**src/rtl/ws_pkg.sv**
```systemverilog
// Shared types and geometry helpers for the sliding-window frame sequencer.
package ws_pkg;

  typedef enum logic [2:0] {
    IDLE  = 3'd0,
    READ  = 3'd1,
    FEED  = 3'd2,
    OFFER = 3'd3,
    FIN   = 3'd4
  } ws_seq_state_t;

  // Row/column positions share the width of the win_row/win_col ports.
  localparam int unsigned POS_W = 8;

  function automatic int unsigned ws_window_count(input int unsigned rows,
                                                  input int unsigned cols,
                                                  input int unsigned k,
                                                  input int unsigned s);
    return ((rows - k) / s + 1) * ((cols - k) / s + 1);
  endfunction

  // True when a window whose last row/col is pos lies on the stride grid.
  function automatic logic ws_on_grid(input logic [POS_W-1:0] pos,
                                      input int unsigned k,
                                      input int unsigned s);
    int unsigned p;
    p = 32'(pos);
    return (p >= k - 1) && (((p - (k - 1)) % s) == 0);
  endfunction

endpackage

```
**src/rtl/ws_pos_counter.sv**
```systemverilog
// Row-major pixel position tracker: pixel index plus row/col, with wrap flags.
module ws_pos_counter
  import ws_pkg::*;
#(
  parameter int unsigned ROWS  = 32,
  parameter int unsigned COLS  = 32,
  parameter int unsigned PIX_W = 10
) (
  input  logic             clk,
  input  logic             rst,
  input  logic             clr,
  input  logic             inc,
  output logic [PIX_W-1:0] pix,
  output logic [POS_W-1:0] row,
  output logic [POS_W-1:0] col,
  output logic             col_wrap,
  output logic             last
);

  assign col_wrap = (col == POS_W'(COLS - 1));
  assign last     = (pix == PIX_W'(ROWS * COLS - 1));

  always_ff @(posedge clk) begin
    if (!rst || clr) begin
      pix <= '0;
      row <= '0;
      col <= '0;
    end else if (inc) begin
      pix <= pix + PIX_W'(1);
      if (col_wrap) begin
        col <= '0;
        row <= row + POS_W'(1);
      end else begin
        col <= col + POS_W'(1);
      end
    end
  end

endmodule

```
**src/rtl/ws_frame_sequencer.sv**
```systemverilog
// Streams an image from single-port RAM one pixel per two cycles and offers
// each completed KxK window (stride S) to a downstream consumer.
module ws_frame_sequencer
  import ws_pkg::*;
#(
  parameter int unsigned DATA_WIDTH      = 8,
  parameter int unsigned DATA_ADDR_WIDTH = 10,
  parameter int unsigned IMAGE_ROW_LEN   = 32,
  parameter int unsigned IMAGE_COL_LEN   = 32,
  parameter int unsigned KERNEL_SIZE     = 3,
  parameter int unsigned STRIDE          = 1
) (
  input  logic                       clk,
  input  logic                       rst,
  input  logic                       host_wen,
  input  logic [DATA_ADDR_WIDTH-1:0] host_addr,
  input  logic [DATA_WIDTH-1:0]      host_wdata,
  output logic                       host_ack,
  input  logic                       start,
  output logic                       busy,
  output logic                       done,
  output logic                       ram_wen,
  output logic                       ram_ren,
  output logic [DATA_ADDR_WIDTH-1:0] ram_addr,
  output logic [DATA_WIDTH-1:0]      ram_wdata,
  input  logic [DATA_WIDTH-1:0]      ram_rdata,
  output logic                       feed_en,
  output logic                       pixel_out,
  output logic                       win_valid,
  input  logic                       win_ready,
  output logic [7:0]                 win_row,
  output logic [7:0]                 win_col
);

  localparam int unsigned NUM_WINDOWS =
    ws_window_count(IMAGE_ROW_LEN, IMAGE_COL_LEN, KERNEL_SIZE, STRIDE);

  // Reject geometries that cannot be addressed or produce no windows.
  if (IMAGE_ROW_LEN * IMAGE_COL_LEN > (1 << DATA_ADDR_WIDTH) ||
      KERNEL_SIZE > IMAGE_ROW_LEN || KERNEL_SIZE > IMAGE_COL_LEN ||
      STRIDE == 0 || NUM_WINDOWS == 0) begin : g_geometry_check
    $error("ws_frame_sequencer: unsupported image/kernel geometry");
  end

  ws_seq_state_t              state;
  logic [DATA_ADDR_WIDTH-1:0] pix;
  logic [POS_W-1:0]           row;
  logic [POS_W-1:0]           col;
  logic                       col_wrap;
  logic                       last;
  logic                       cnt_clr;
  logic                       cnt_inc;
  logic                       win_hit;
  logic                       unused_ok;

  ws_pos_counter #(
    .ROWS  (IMAGE_ROW_LEN),
    .COLS  (IMAGE_COL_LEN),
    .PIX_W (DATA_ADDR_WIDTH)
  ) u_pos (
    .clk      (clk),
    .rst      (rst),
    .clr      (cnt_clr),
    .inc      (cnt_inc),
    .pix      (pix),
    .row      (row),
    .col      (col),
    .col_wrap (col_wrap),
    .last     (last)
  );

  // Only bit 0 of the RAM word feeds the window datapath.
  assign unused_ok = ^{col_wrap, ram_rdata};

  assign win_hit = ws_on_grid(row, KERNEL_SIZE, STRIDE) &&
                   ws_on_grid(col, KERNEL_SIZE, STRIDE);

  // The position advances only when the current pixel is fully retired.
  assign cnt_clr = (state == IDLE) && start;
  assign cnt_inc = !last && (((state == FEED) && !win_hit) ||
                             ((state == OFFER) && win_ready));

  // Host owns the RAM port whenever the sequencer is idle.
  assign host_ack  = host_wen & ~busy;
  assign ram_wen   = host_ack;
  assign ram_addr  = busy ? pix : host_addr;
  assign ram_wdata = busy ? '0 : host_wdata;
  assign pixel_out = feed_en & ram_rdata[0];

  always_ff @(posedge clk) begin
    if (!rst) begin
      state     <= IDLE;
      busy      <= 1'b0;
      done      <= 1'b0;
      ram_ren   <= 1'b0;
      feed_en   <= 1'b0;
      win_valid <= 1'b0;
      win_row   <= '0;
      win_col   <= '0;
    end else begin
      done    <= 1'b0;
      ram_ren <= 1'b0;
      feed_en <= 1'b0;
      case (state)
        IDLE: begin
          if (start) begin
            state   <= READ;
            busy    <= 1'b1;
            ram_ren <= 1'b1;
          end
        end
        READ: begin
          state   <= FEED;
          feed_en <= 1'b1;
        end
        FEED: begin
          if (win_hit) begin
            state     <= OFFER;
            win_valid <= 1'b1;
            win_row   <= row - POS_W'(KERNEL_SIZE - 1);
            win_col   <= col - POS_W'(KERNEL_SIZE - 1);
          end else if (last) begin
            state <= FIN;
            done  <= 1'b1;
          end else begin
            state   <= READ;
            ram_ren <= 1'b1;
          end
        end
        OFFER: begin
          if (win_ready) begin
            win_valid <= 1'b0;
            if (last) begin
              state <= FIN;
              done  <= 1'b1;
            end else begin
              state   <= READ;
              ram_ren <= 1'b1;
            end
          end
        end
        FIN: begin
          state <= IDLE;
          busy  <= 1'b0;
        end
        default: begin
          state <= IDLE;
          busy  <= 1'b0;
        end
      endcase
    end
  end

endmodule

```
**config.mk**
```make
export PLATFORM = sky130hd
export DESIGN_NAME = ws_frame_sequencer
export DESIGN_NICKNAME = d
export VERILOG_FILES = /design/src/rtl/ws_pkg.sv /design/src/rtl/ws_pos_counter.sv /design/src/rtl/ws_frame_sequencer.sv
export SDC_FILE = /design/constraint.sdc
export NUM_CORES = 1
export LEC_CHECK = 0
export BUFFER_PORTS_ARGS = -buffer_cell sky130_fd_sc_hd__buf_2
export CORE_ASPECT_RATIO = 0.6
export CORE_MARGIN = 2
export CORE_UTILIZATION = 56
export DETAILED_ROUTE_END_ITERATION = 12
export GPL_TIMING_DRIVEN = 0
export HOLD_SLACK_MARGIN = 0.15
export PLACE_DENSITY = 0.86
export SYNTH_ARGS = -nofsm -noshare
export SYNTH_HDL_FRONTEND = slang
export SYNTH_SLANG_ARGS = --single-unit
```
**constraint.sdc**
```tcl
create_clock -name clk -period 4.3 [get_ports clk]
set_clock_uncertainty 0.05 [all_clocks]
set_input_delay 0.215 -clock clk [delete_from_list [all_inputs] [get_ports clk]]
set_output_delay 0.215 -clock clk [all_outputs]
set_load 0.1 [all_outputs]
```
# Word-level counts from Yosys, hierarchy flattened
# Index checks and enable logic that the tools add are counted.
dict set report classes {
  muxes 23
  eq_ne 8
  n_reduce_logical 18
  n_bitwise 4
  n_lt_le_gt_ge 2
  add_sub_neg 5
}
# operator n
set ops {}
lappend ops {{$add 8x1->8 const B} 2}
lappend ops {{$ge 8x2->1 const B} 2}
lappend ops {{$mux 8} 2}
lappend ops {{$sub 8x2->8 const B} 2}
lappend ops {{$mux 3} 4}
lappend ops {{$pmux 3 s4} 1}
lappend ops {{$mux 1} 11}
lappend ops {{$add 10x1->10 const B} 1}
lappend ops {{$eq 10x10->1 const B} 1}
lappend ops {{$mux 10} 1}
lappend ops {{$eq 8x5->1 const B} 1}
lappend ops {{$reduce_and 2->1} 4}
lappend ops {{$eq 3x2->1 const B} 2}
lappend ops {{$ne 2x2->1 const B} 3}
lappend ops {{$pmux 1 s2} 3}
lappend ops {{$logic_and 1x1->1} 5}
lappend ops {{$eq 3x1->1 const B} 1}
lappend ops {{$logic_not 1->1} 3}
lappend ops {{$logic_not 3->1} 1}
lappend ops {{$pmux 1 s3} 1}
lappend ops {{$reduce_and 3->1} 1}
lappend ops {{$reduce_or 3->1} 1}
lappend ops {{$and 1x1->1} 2}
lappend ops {{$logic_or 1x1->1} 2}
lappend ops {{2 further kinds} 3}
dict set report word_totals {
  input_bits 31
  output_inout_bits 42
  reg_bits 50
}

# Logic depth before layout (Yosys ltp)
dict set report depth {
  depth_word 7
  ltp_mapped 9
}

# Hierarchy
# A second synthesis with hierarchy kept.
dict set report hier_totals {
  hier_cells 286
  area_unflattened_um2 2562.5
}
# module area_per_inst_um2 cells_each seq_area_each_um2 n_inst
set modules_own_cells {}
lappend modules_own_cells {ws_frame_sequencer 1355.0 149 480.5 1}
lappend modules_own_cells {ws_pos_counter 1207.4 137 520.5 1}

# Worst setup path before layout
# No wires, ideal clock.
dict set report synth_path {
  kind {register -> output}
  start {reg busy}
  end {out ram_wen}
  n_path_buf 2
  required_time_ns 4.035
  path_stages_with_launch 4
  setup_slack_ns 1.200
  t_arrival_ns 2.835
  cell_sequence {dfxtp_1 > clkbuf_1 > nor2b_1 > buf_4}
}
dict set report synth_between {
  elab_chain_cells 2
}
# item line
set synth_rtl {}
lappend synth_rtl {{start, declared} ws_frame_sequencer.sv:20} ;# output logic busy,
lappend synth_rtl {{start signal, assigned} ws_frame_sequencer.sv:93} ;# busy <= 1'b0;
lappend synth_rtl {{start signal, assigned} ws_frame_sequencer.sv:108} ;# busy <= 1'b1;
lappend synth_rtl {{start signal, assigned} ws_frame_sequencer.sv:144} ;# busy <= 1'b0;
lappend synth_rtl {{$not 1->1} ws_frame_sequencer.sv:84} ;# assign host_ack = host_wen & ~busy;
lappend synth_rtl {{$and 1x1->1} ws_frame_sequencer.sv:84}
lappend synth_rtl {{end, declared} ws_frame_sequencer.sv:22} ;# output logic ram_wen,
# Every way passes these cells.

# Worst setup path in the final report
dict set report layout_path {
  start {reg u_pos.col[0]}
  end {reg u_pos.pix[7]}
}
dict set report layout_between {
  elab_chain_cells 6
}
# item line
set layout_rtl {}
lappend layout_rtl {{start, declared} ws_pos_counter.sv:15} ;# output logic [POS_W-1:0] col,
lappend layout_rtl {{start signal, assigned} ws_pos_counter.sv:34} ;# col <= col + POS_W'(1);
lappend layout_rtl {{$ge 8x2->1} ws_pkg.sv:28} ;# return (p >= k - 1) && (((p - (k - 1)) % s) == 0);
lappend layout_rtl {{$logic_and 1x1->1} ws_frame_sequencer.sv:75} ;# assign win_hit = ws_on_grid(row, KERNEL_SIZE, STRIDE) &&
lappend layout_rtl {{$logic_not 1->1} ws_frame_sequencer.sv:80} ;# assign cnt_inc = !last && (((state == FEED) && !win_hit) ||
lappend layout_rtl {{$logic_and 1x1->1} ws_frame_sequencer.sv:80}
lappend layout_rtl {{$logic_or 1x1->1} ws_frame_sequencer.sv:80}
lappend layout_rtl {{$logic_and 1x1->1} ws_frame_sequencer.sv:80}
lappend layout_rtl {{end signal, assigned} ws_pos_counter.sv:29} ;# pix <= pix + PIX_W'(1);
lappend layout_rtl {{end, declared} ws_pos_counter.sv:13} ;# output logic [PIX_W-1:0] pix,
# Every way passes these cells.
# A chain may end at the register's enable or synchronous reset.

==> impl_metrics.ini <==
[logic_synthesis]
synth_cell_types = 41
yosys_warnings = 0
synth_area_um2 = 2618
async_reset_ff_frac = 0
synth_seq_area_share = 0.3824
synth_seq_cells = 50
syn_nets = 347
syn_area_per_cell_um2 = 8.526
synth_edf_count = 0
ys.flop_type = dfxtp_1
synth_cells = 307

[timing]
grt_setup_unrepaired = false
slew_headroom = 0.3850
setup_viol = 0
worst_slack_ps = 1431
timing.fmax_ghz = 0.3485
fin_tns_setup_ps = 0
final-hold-violation-count = 0
min_period_ps = 2869
tightest_slew_ps = 909.7
post-route-period-util = 0.6673
maxSlewViolCount = 0

[layout]
fin_cells = 445
nets = 421
final_common_cell = buf_2
drive_above_1_share = 0.2356
syn2layout_area_growth_pct = 20.27
nFillCells = 376
n_antenna_cell = 0
multi_input_area_um2 = 1468
regArea_um2 = 1001
final_cell_mix = buf_2 (67), dfxtp_1 (50), nor2_1 (46)

[hold_path]
min_from = win_ready
holdPathStages = 4
min_delay_worst_endpoint = win_valid
hp-class = input port to flop

[cts]
post_cts_buffers = 0
cts_buffers = 5
cts_buffer_depth = 2
cts_tree = yes
clk_latency_ps = 310
cts_resized = 0
cts_max_level = 2
cts_root_buf = clkbuf_8
path_clk_slew_ps = 100
clock-sinks = 50

[power_and_ir_drop]
ir_drop_mv = 0.2242
powerDensity_nw_per_um2 = 348.6
leakage_nw = 1.289

[route]
vias_per_cell = 5.566
drc = 0
drt_iter0_markers = 200
avgRoutedWirePerCell_um = 14.26
ant_nets = 0
drt-total-wl_um = 6345
via_count = 2477
first_pass_iters = 4

[place]
hpwl_um = 4666
place_ws_ps = 1478
portBuffers = 65
gp_congestion = 0.8966
place_inst = 435

[floorplan]
start_util = 0.5765
die-area_um2 = 5255
die_h_um = 56.96
rows = 19
placeableCoreArea_um2 = 4541
ioPinCount = 73
die_w_um = 92.26

[critical_path]
crit_required_ps = 4490
r2r-end = u_pos.pix[7]
critPathMaxFanout = 8
worst_setup_path_end_kind = flop
worstRegToRegCells = 9
start_kind = flop
crit_type = flop to flop
worstPathArrival_ps = 3060
rr_startpoint = u_pos.col[0]
r2r_slack_ps = 1430

[global_route]
grt_pass1_vias = 2269
grt.total_usage = 0.2484
grt_overflow = 0
antenna_found_initial = 0
grt_max_degree = 15
grt_pass1_wl_um = 10450

[outcome]
status = finished clean

[flow_run]
drv_cap = 0
## layout make-up
cell class              count  area share
multi-input cells         225      0.4662
flip-flops and latches     50      0.3180
inverters                  11     0.01312
repair buffers             67      0.1097
well taps                  63     0.02504
plain buffers              21     0.03418
clock buffers               7     0.02424
clock inverters             1    0.009539
## stage by stage
stage	utilization	cell area [um^2]	power, mW	hold WS, ps
finish	0.6933	3148	1.098	199.1
global route	0.6933	3148	1.131	230.0
CTS	0.6933	3148	1.097	200.3
detailed placement	0.6655	3022	0.7741	431.1
global placement	0.6655	3022	0.7707	426.5
floorplan	-	2618	0.7265	305.7
## Yosys cell counts, drive strengths merged, types with 9 or more instances
cell type  instances  area share
dfxtp             50        0.38
nor2              46       0.066
nand2             22       0.032
xnor2             19       0.064
a211oi            14       0.040
clkbuf            14       0.020
inv               11       0.016
nor2b             11       0.026
mux2              10       0.043
a21oi              9       0.017
ha                 9       0.043
nand3              9       0.017
nor3               9       0.019
## critical path: stages, from the launching register on
cell and delay, ps:
dfxtp_1 460, inv_1 70, ha_1 210, or4_1 480, o221a_1 260, buf_6 140, or3_1 350, buf_2 170
or4_1 480, a21oi_1 140
## how the worst max path moves through the flow
| stage | startpoint | to |
|---|---|---|
| 6_report | u_pos.col[0] | u_pos.pix[7] |
| 5_1_grt | u_pos.col[0] | u_pos.pix[7] |
| 4_1_cts | u_pos.col[0] | u_pos.pix[7] |
| 3_5_place_dp | u_pos.col[0] | u_pos.pix[7] |
| 3_3_place_gp | u_pos.col[0] | u_pos.pix[7] |
| 2_1_floorplan | busy | ram_wen |
## cell families (layout without fill, tap and decap cells)
family                     Yosys count  after routing  synth area share
AOI/OAI and AO/OA                   42             42            0.1133
and+or+nand+nor                    137            137            0.2672
buffers and inverters               32            107           0.05688
muxes                               18             18           0.07362
xor gates and xnor gates            19             19           0.06358
DFF                                 50             50            0.3824
adders and majority gates            9              9           0.04302
## metal layers
metal,global-route usage,vias to the layer above,routed length [um]
li1,-,1225,-
met5,0,-,0
met4,0.08529,0,58
met1,0.3422,1156,3010
met2,0.3971,89,2813
met3,0.04888,7,463
## registers in the layout (all words and copies together), names as in the netlist
name,cells
busy,1
done,1
feed_en,1
ram_ren,1
state,3
u_pos.col,8
u_pos.pix,10
u_pos.row,8
win_col,8
win_row,8
win_valid,1
## report_power, final
part	switching [mW]	internal, mW	leakage, nW
clock	0.157	0.174	0.0524
sequential	0.00534	0.470	0.404
combinational	0.233	0.0585	0.833
total	0.394	0.703	1.29
## timing repair
item,in CTS,in global routing
hold buffers,2,0
hold endpoints to repair,2,0
endpoints found under the setup margin,0,0
Note: power is estimated with default switching activity, not from simulation.
